==> config.mk <==
export PLATFORM = sky130hd
export DESIGN_NAME = divider_flat
export DESIGN_NICKNAME = d
export VERILOG_FILES = /design/src/rtl/divider_if.sv /design/src/rtl/divider.sv /design/src/flat_wrapper.sv
export SDC_FILE = /design/constraint.sdc
export NUM_CORES = 2
export LEC_CHECK = 0
export ABC_AREA = 1
export CORE_MARGIN = 3
export CORE_UTILIZATION = 37
export CTS_BUF_LIST = sky130_fd_sc_hd__clkbuf_4
export DETAILED_ROUTE_END_ITERATION = 12
export PLACE_DENSITY = 0.57
export SLEW_MARGIN = 0
export SYNTH_ARGS = -nofsm -noshare
export SYNTH_HDL_FRONTEND = slang
export SYNTH_SLANG_ARGS = --single-unit
==> constraint.sdc <==
create_clock -name clk -period 11.3 [get_ports clk]
set_clock_uncertainty 0.15 [all_clocks]
set_input_delay 1.695 -clock clk [delete_from_list [all_inputs] [get_ports clk]]
set_output_delay 1.695 -clock clk [all_outputs]
set_load 0.02 [all_outputs]
==> src/rtl/divider_if.sv <==
// Request/response bundle between the EXU and the iterative divider.
// EXU side uses the master modport, the divider the slave modport.
interface divider_if #(
   parameter int XLEN = 64
);
   logic            div_valid;
   logic            flush;
   logic            divw;
   logic            div_signed;
   logic [XLEN-1:0] dividend;
   logic [XLEN-1:0] divisor;
   logic            div_ready;
   logic            out_valid;
   logic [XLEN-1:0] quotient;
   logic [XLEN-1:0] remainder;

   modport master (
      output div_valid, flush, divw, div_signed, dividend, divisor,
      input  div_ready, out_valid, quotient, remainder
   );

   modport slave (
      input  div_valid, flush, divw, div_signed, dividend, divisor,
      output div_ready, out_valid, quotient, remainder
   );
endinterface

==> src/rtl/divider.sv <==
// Radix-2 non-restoring divider for RV64M DIV/DIVU/REM/REMU and their W forms.
// Fixed latency: one quotient bit per cycle, zero-divisor and overflow answered in one cycle.
module divider #(
   parameter int XLEN = 64
) (
   input  logic       clk,
   input  logic       rst,
   divider_if.slave   bus,
   output logic [1:0] dbg_state
);
   localparam int         HALF   = XLEN / 2;
   localparam logic [6:0] N_FULL = 7'(XLEN);
   localparam logic [6:0] N_HALF = 7'(HALF);

   typedef enum logic [1:0] {IDLE = 2'd0, RUN = 2'd1, DONE = 2'd2} state_t;

   state_t          state;
   logic [XLEN:0]   p_rem;
   logic [XLEN-1:0] q_sh;
   logic [XLEN-1:0] b_mag;
   logic [XLEN-1:0] quo_r;
   logic [XLEN-1:0] rem_r;
   logic            q_neg;
   logic            r_neg;
   logic            divw_q;
   logic [6:0]      cnt;
   logic [6:0]      n_lim;

   function automatic logic [XLEN-1:0] sext_half(input logic [XLEN-1:0] x);
      return {{(XLEN-HALF){x[HALF-1]}}, x[HALF-1:0]};
   endfunction

   function automatic logic [XLEN-1:0] zext_half(input logic [XLEN-1:0] x);
      return {{(XLEN-HALF){1'b0}}, x[HALF-1:0]};
   endfunction

   // Handshake: an op is taken on a clock edge where div_valid & div_ready & ~flush;
   // div_ready is high only in IDLE, and out_valid is a single-cycle pulse in DONE
   // unless flush is asserted in that same cycle.
   logic            accept;
   logic [XLEN-1:0] a_ext, b_ext, a_abs, b_abs, min_neg;
   logic [XLEN-1:0] spec_q, spec_r;
   logic            a_sgn, b_sgn, div_zero, ovf;

   always_comb begin
      a_ext   = bus.dividend;
      b_ext   = bus.divisor;
      min_neg = {1'b1, {(XLEN-1){1'b0}}};
      if (bus.divw) begin
         a_ext   = bus.div_signed ? sext_half(bus.dividend) : zext_half(bus.dividend);
         b_ext   = bus.div_signed ? sext_half(bus.divisor)  : zext_half(bus.divisor);
         min_neg = {{(XLEN-HALF+1){1'b1}}, {(HALF-1){1'b0}}};
      end
      a_sgn    = bus.div_signed & a_ext[XLEN-1];
      b_sgn    = bus.div_signed & b_ext[XLEN-1];
      a_abs    = a_sgn ? -a_ext : a_ext;
      b_abs    = b_sgn ? -b_ext : b_ext;
      div_zero = (b_ext == '0);
      ovf      = bus.div_signed & (a_ext == min_neg) & (&b_ext);
      spec_q   = '1;
      spec_r   = bus.divw ? sext_half(bus.dividend) : bus.dividend;
      if (!div_zero) begin
         spec_q = spec_r;
         spec_r = '0;
      end
      accept   = bus.div_valid & (state == IDLE) & ~bus.flush;
   end

   // One iteration, plus the final remainder restore and sign fix used on the last edge.
   logic [XLEN:0]   p_sh, p_nxt;
   logic [XLEN-1:0] q_nxt, r_mag, q_s, r_s, q_res, r_res;

   always_comb begin
      p_sh  = {p_rem[XLEN-1:0], q_sh[XLEN-1]};
      p_nxt = p_rem[XLEN] ? p_sh + {1'b0, b_mag} : p_sh - {1'b0, b_mag};
      q_nxt = {q_sh[XLEN-2:0], ~p_nxt[XLEN]};
      r_mag = p_nxt[XLEN] ? p_nxt[XLEN-1:0] + b_mag : p_nxt[XLEN-1:0];
      q_s   = q_neg ? -q_nxt : q_nxt;
      r_s   = r_neg ? -r_mag : r_mag;
      q_res = divw_q ? sext_half(q_s) : q_s;
      r_res = divw_q ? sext_half(r_s) : r_s;
      n_lim = divw_q ? N_HALF : N_FULL;
   end

   always_ff @(posedge clk) begin
      if (rst) begin
         state  <= IDLE;
         p_rem  <= '0;
         q_sh   <= '0;
         b_mag  <= '0;
         quo_r  <= '0;
         rem_r  <= '0;
         q_neg  <= 1'b0;
         r_neg  <= 1'b0;
         divw_q <= 1'b0;
         cnt    <= '0;
      end else begin
         case (state)
            IDLE: begin
               if (accept) begin
                  divw_q <= bus.divw;
                  q_neg  <= a_sgn ^ b_sgn;
                  r_neg  <= a_sgn;
                  p_rem  <= '0;
                  q_sh   <= bus.divw ? (a_abs << HALF) : a_abs;
                  b_mag  <= b_abs;
                  cnt    <= '0;
                  if (div_zero || ovf) begin
                     quo_r <= spec_q;
                     rem_r <= spec_r;
                     state <= DONE;
                  end else begin
                     state <= RUN;
                  end
               end
            end
            RUN: begin
               if (bus.flush) begin
                  state <= IDLE;
               end else begin
                  p_rem <= p_nxt;
                  q_sh  <= q_nxt;
                  cnt   <= (cnt == n_lim) ? cnt : cnt + 7'd1;
                  if (cnt == n_lim - 7'd1) begin
                     quo_r <= q_res;
                     rem_r <= r_res;
                     state <= DONE;
                  end
               end
            end
            DONE:    state <= IDLE;
            default: state <= IDLE;
         endcase
      end
   end

   assign bus.div_ready = (state == IDLE);
   assign bus.out_valid = (state == DONE) & ~bus.flush;
   assign bus.quotient  = quo_r;
   assign bus.remainder = rem_r;
   assign dbg_state     = state;
endmodule

==> src/flat_wrapper.sv <==
// flat-port wrapper written by rule: the top's interface ports become plain ports
module divider_flat 
#(
   parameter int XLEN = 64
)
  (clk, rst, dbg_state, bus_div_valid, bus_flush, bus_divw, bus_div_signed, bus_dividend, bus_divisor, bus_div_ready, bus_out_valid, bus_quotient, bus_remainder);
  divider_if #(.XLEN(XLEN)) bus_i ();
  input  logic clk;
  input  logic rst;
  output logic [1:0] dbg_state;
  input wire logic [$bits(bus_i.div_valid)-1:0] bus_div_valid;
  input wire logic [$bits(bus_i.flush)-1:0] bus_flush;
  input wire logic [$bits(bus_i.divw)-1:0] bus_divw;
  input wire logic [$bits(bus_i.div_signed)-1:0] bus_div_signed;
  input wire logic [$bits(bus_i.dividend)-1:0] bus_dividend;
  input wire logic [$bits(bus_i.divisor)-1:0] bus_divisor;
  output wire logic [$bits(bus_i.div_ready)-1:0] bus_div_ready;
  output wire logic [$bits(bus_i.out_valid)-1:0] bus_out_valid;
  output wire logic [$bits(bus_i.quotient)-1:0] bus_quotient;
  output wire logic [$bits(bus_i.remainder)-1:0] bus_remainder;
  assign bus_i.div_valid = bus_div_valid;
  assign bus_i.flush = bus_flush;
  assign bus_i.divw = bus_divw;
  assign bus_i.div_signed = bus_div_signed;
  assign bus_i.dividend = bus_dividend;
  assign bus_i.divisor = bus_divisor;
  assign bus_div_ready = bus_i.div_ready;
  assign bus_out_valid = bus_i.out_valid;
  assign bus_quotient = bus_i.quotient;
  assign bus_remainder = bus_i.remainder;
  divider #(.XLEN(XLEN)) u_core (.clk(clk), .rst(rst), .bus(bus_i), .dbg_state(dbg_state));
endmodule
-- Yosys cells after proc, flatten, opt, wreduce, memory -nomap -nowiden
Cells that the tools add are included.
- add/subtract/negate cells: 9
- multiply operators: 0
- divide/modulo/power cells: 0
- $lt $le $gt $ge: 0
- equal/unequal tests: 11
- shift-type cells: 0
- muxes and demuxes: 43
- bitwise logic cells: 10
- reduce and logical (&&, ||, !) cells: 10
- operators with widths (operator ; number):
    $mux 64 ; 25
    $pmux 64 s2 ; 3
    $neg 64->64 ; 4
    $mux 65 ; 3
    $pmux 65 s2 ; 1
    $add 65x64->65 ; 1
    $sub 65x64->65 ; 1
    $add 64x64->64 ; 1
    $eq 64x64->1 ; 1
    $logic_not 64->1 ; 1
    $reduce_and 64->1 ; 1
    $mux 63 ; 1
    $mux 7 ; 4
    $eq 7x7->1 ; 2
    $pmux 7 s2 ; 1
    $mux 2 ; 4
    $add 7x1->7 const B ; 1
    $and 1x1->1 ; 7
    $sub 7x1->7 const B ; 1
    $ne 2x1->1 const B ; 3
    $reduce_and 5->1 ; 1
    $ne 2x2->1 const B ; 2
    $pmux 2 s2 ; 1
    $reduce_and 2->1 ; 2
    other kinds (10) ; 11
- bits in registers: 333
- bits in latches: 0
- RAM bits: 0
- ROM bits: 0
- output and inout port bits: 132
- logic and storage cells: 93
- memories kept: 0

-- Longest topological paths before layout
- depth in word-level cells: 10
- depth in mapped cells: 54

-- Worst setup path after synthesis
Ideal clock, no wire load.
- path type: flip-flop to flip-flop
- start point: reg u_core.b_mag[0]
- end point: reg u_core.quo_r[48], in the netlist u_core.bus.quotient[48]
- setup time: 0.128 ns
- arrival time: 6.473 ns
- required time: 11.022 ns
- slack: 4.549 ns
- stages on the path, launching flop included: 45
- buffers on the path: 3
- period minus slack after synthesis: 6.751 ns
- cell sequence: dfxtp_1 -> nor3_1 -> nand2_1 -> nor2_1 -> inv_1 -> nor3_1 -> nand2_1 -> nor3_2 -> nand3_1 -> nor3_2 -> nand2_1 -> o41ai_1 -> o21ai_0 -> a21oi_1 -> xor2_1 -> ha_1 -> nand2_1 -> nor2_1 -> (+9 left out) -> ha_1 -> nand2_1 -> nor2_1 -> nand2_1 -> nor3b_1 -> nand2_1 -> nor2_1 -> nand3_1 -> nand3b_1 -> nor2_2 -> nand3_1 -> nor2_2 -> nand3_1 -> o21ai_0 -> xor2_1 -> o21ai_0 -> a22oi_1 -> nor2_1
- longest elaborated chain between the ends: 9
- elaborated cells between the ends (all ways): 10
- classes of those cells: add/sub (3); mux (6); bitwise (1)
- ends and longest elaborated chain (item ; RTL line ; source):
    from (decl) ; divider.sv:20 ; logic [XLEN-1:0] b_mag;
    from (signal assigned) ; divider.sv:106 ; b_mag <= b_abs;
    $sub 65x64->65 or $add 65x64->65 (tied branches) ; divider.sv:75 ; p_nxt = p_rem[XLEN] ? p_sh + {1'b0, b_mag} : p_sh - {1'b0, b_mag};
    $mux 65 * ; divider.sv:75 ;
    $not 1->1 * ; divider.sv:76 ; q_nxt = {q_sh[XLEN-2:0], ~p_nxt[XLEN]};
    $neg 64->64 * ; divider.sv:78 ; q_s = q_neg ? -q_nxt : q_nxt;
    $mux 64 * ; divider.sv:78 ;
    $mux 64 * ; divider.sv:80 ; q_res = divw_q ? sext_half(q_s) : q_s;
    $mux 64 * ; divider.sv:124 ; if (cnt == n_lim - 7'd1) begin
    $mux 64 * ; divider.sv:118 ; if (bus.flush) begin
    $pmux 64 s2 * ; divider.sv:98 ; case (state)
    to (signal assigned) ; divider.sv:109 ; quo_r <= spec_q;
    to (signal assigned) ; divider.sv:125 ; quo_r <= q_res;
    to (decl) ; divider.sv:21 ; logic [XLEN-1:0] quo_r;
Every way passes the cells marked *; elsewhere a longest branch is shown, timed or not. The select of a mux whose other input is x is not followed.
A chain may end at the register's enable or synchronous reset.

-- Worst setup path after layout
- start point: reg u_core.b_mag[0]
- end point: reg u_core.quo_r[62], in the netlist u_core.bus.quotient[62]
The elaborated chain is that of the path after synthesis.

==> impl_metrics.env <==
export IMPL_core_um2=95400
export IMPL_drc_errors=0
export IMPL_leakage_nw=19.7
export IMPL_cts_tree="built"
export IMPL_synth_warnings=0
export IMPL_synth_cell_types=62
export IMPL_grt_antenna_before_repair=9
export IMPL_fmax_mhz=108
export IMPL_syn_inst=6437
export IMPL_synth_top_cell_area_share_pct=20.8
export IMPL_area_delta_synth_final_pct=14.0
export IMPL_routedWlPerCell_um=23.2
export IMPL_cts_setup_buffers=0
export IMPL_syn_num_nets=6718
export IMPL_r2r_cells=41
export IMPL_clk_latency_ns=1.03
export IMPL_multi_input_area_um2=24800
export IMPL_status="finished clean"
export IMPL_overflow=0
export IMPL_pin_count=266
export IMPL_post_dp_hpwl_um=153000
export IMPL_slowest_stage="nor3_2"
export IMPL_grt_pass1_vias=39201
export IMPL_postCtsHoldBufs=0
export IMPL_vdd_drop_max_uv=105
export IMPL_required_ns=12.00
export IMPL_path_depth=41
export IMPL_arrival_ns=9.93
export IMPL_synthArstFlopShare_pct=0
export IMPL_cp_start_kind="flip-flop"
export IMPL_period_share_pct=81.7
export IMPL_finalNetCount=6917
export IMPL_synth_edf_count=0
export IMPL_max_cap_violations=0
export IMPL_worstSetupEndpointType="flip-flop"
export IMPL_timing_final_ws_setup_ns=2.07
export IMPL_die_width_um=317
export IMPL_die_area_um2=100000
export IMPL_place_congestion=1.02
export IMPL_cp_buffers_inverters=2
export IMPL_hold_violations=0
export IMPL_rows=113
export IMPL_relSlewSlack_pct=13.1
export IMPL_cts_resized_gates=0
export IMPL_crit_family="simple AND/OR/NAND/NOR gates"
export IMPL_ff_latch_area_um2=6670
export IMPL_powerDensity_nw_per_um2=186
export IMPL_synthFlopType="dfxtp_1"
export IMPL_n_fill_cell=10834
export IMPL_cts_sinks=333
export IMPL_ys_seq_area_share_pct=18.6
export IMPL_min_period_ns=9.23
export IMPL_grt_max_degree=137
export IMPL_yosysTopAreaCell="nand2_1"
export IMPL_max_stage_delay_ns=0.40
export IMPL_drtIter0Drc=5219
export IMPL_hold_path_depth=2
export IMPL_vias=43628
export IMPL_maxSlewViolCount=0
export IMPL_io_buffer_count=265
export IMPL_timing_setup_tns_ns=0
export IMPL_finalSetupViolations=0
export IMPL_cts_max_path_buffers=3
export IMPL_whs_endpoint="u_core.bus.quotient[63]"
export IMPL_synth_seq_cells=333
export IMPL_r2r_end="u_core.bus.quotient[62]"
export IMPL_cts_root_buf="clkbuf_4"
export IMPL_power_mw=7.60
export IMPL_clkTransAtPathRegs_ns=0.06
export IMPL_numCtsBuffers=101
export IMPL_whs_ns=0.318
export IMPL_crit_path_frequent_cell="nand2_1"
export IMPL_initial_core_util_pct=37.5
export IMPL_fp_dieH_um=317
export IMPL_rsz0062_at_grt="no"
export IMPL_cp_max_fo=5
export IMPL_min_from="u_core.bus.quotient[63]"
export IMPL_routed_via_density=5.47
export IMPL_r2r_start="u_core.b_mag[0]"
export IMPL_grt_usage_pct=35.6
export IMPL_synth_area_um2=35800
export IMPL_drtAntennaViolNets=0
export IMPL_worstMarginPinSlew_ns=1.29
export IMPL_drtPass1Iterations=6
export IMPL_worst_setup_path_type="reg2reg"
export IMPL_totalWireLength_um=185000
export IMPL_postSynthAreaPerCell_um2=5.56
export IMPL_rrSetupSlack_ns=2.07
export IMPL_grt_first_pass_wirelength_um=264000
export IMPL_hold_class="reg2reg"
export IMPL_drive_gt1_share_pct=5.96
export IMPL_synthTopCellsByArea="nand2_1 21%, dfxtp_1 19%, inv_1 9.0%"
export IMPL_post_place_ws_ns=2.54
export IMPL_htree_num_levels=3
-- Yosys cell counts (9+ instances only) --
cell type and instances:
inv_2 14, a21oi_2 22, clkbuf_1 161, a21oi_1 537, o21ai_0 367, xor2_1 168, nor4_1 40, dfxtp_1 333
nand4_1 77, buf_1 28, nand2_1 1978, nand3_1 376, o21bai_1 21, o221ai_1 45, o21ai_1 27, nor2_1 723
ha_1 145, o31ai_1 23, buf_2 22, buf_6 12, nand2_2 45, a31oi_1 14, inv_1 862, nand3b_1 30
or2_2 26, a22oi_1 40, o211ai_1 24, o22ai_1 11, nor3_1 93, nor2_2 25, a211oi_1 9, xnor2_1 50
o21ai_2 10
-- kinds of logic (layout without fill, tap and decap cells) --
| kind of cell | after synthesis | after routing | synth area share (%) |
|---|---|---|---|
| simple gates | 3446 | 3446 | 40.1 |
| other cells | 0 | 3 | 0 |
| xor+xnor | 218 | 218 | 5.34 |
| buf+inv | 1115 | 1390 | 12.2 |
| flops | 333 | 333 | 18.6 |
| fa+ha+maj | 147 | 147 | 5.19 |
| compound gates | 1178 | 1178 | 18.5 |
-- worst max path at each step --
stage                                from                       to  slack [ns]
after floorplan           u_core.b_mag[0]  u_core.bus.quotient[48]        4.55
after global placement    u_core.b_mag[0]  u_core.bus.quotient[62]        2.61
after detailed placement  u_core.b_mag[0]  u_core.bus.quotient[62]        2.54
after CTS                 u_core.b_mag[0]  u_core.bus.quotient[62]        2.48
after global routing      u_core.b_mag[0]  u_core.bus.quotient[62]        1.33
final                     u_core.b_mag[0]  u_core.bus.quotient[62]        2.07
-- sequential cells by signal (all words and copies together), names as in the netlist --
signal                flops
u_core.b_mag             64
u_core.q_sh              64
u_core.bus.remainder     64
u_core.q_neg              1
u_core.p_rem             65
u_core.r_neg              1
u_core.cnt                7
u_core.dbg_state          2
u_core.bus.quotient      64
u_core.divw_q             1
-- area by class of cell --
class	count	share of cell area, %
Multi-Input combinational cell	4989	60.8
Sequential cell	333	16.4
Inverter	882	8.15
Timing Repair Buffer	329	7.71
Tap cell	1265	3.88
Clock buffer	146	2.69
Clock inverter	33	0.420
Antenna cell	3	0.0184
-- report_power, final --
| part | total, mW | internal (mW) | switching [mW] |
|---|---|---|---|
| Combinational | 5.00 | 1.39 | 3.61 |
| Sequential | 1.37 | 1.25 | 0.119 |
| Clock | 1.23 | 0.597 | 0.635 |
-- through the flow --
step	cells	area, µm²	util (%)
finish	7980	40800	42.7
detailed placement	7798	39500	41.4
global placement	7798	39500	41.4
global route	7979	40800	42.7
floorplan	6437	35800	-
CTS	7977	40800	42.7
-- worst reg2reg max path, delay by kind of cell (launching register included) --
kind                     cells  cell delay (ns)
AO/OA/AOI/OAI               13             3.42
flip-flops                   1             0.36
AND/OR/NAND/NOR             22             4.09
adder cells (fa/ha/maj)      2             0.50
XOR/XNOR                     2             0.43
buffers and inverters        2             0.16
-- metal layers --
layer | share of wire [%] | up-vias | global-route usage, %
met5 | 0.0070 | - | 0
met4 | 3.1 | 2 | 10.3
met3 | 11 | 246 | 9.84
met2 | 40 | 1956 | 50.2
met1 | 46 | 20222 | 52.2
li1 | - | 21202 | -
-- cell usage in the layout (no fill, tap or decap), types with 50 or more instances in the layout --
cell / netlist / final
a21oi_1: 537 / 537
buf_4: 7 / 63
clkbuf_4: 1 / 146
clkdlybuf4s50_1: 0 / 263
dfxtp_1: 333 / 331
ha_1: 145 / 145
inv_1: 862 / 860
nand2_1: 1978 / 1976
nand3_1: 376 / 375
nand4_1: 77 / 77
nor2_1: 723 / 718
nor3_1: 93 / 93
o21ai_0: 367 / 367
xnor2_1: 50 / 50
xor2_1: 168 / 168
(Power assumes the default switching activity.)
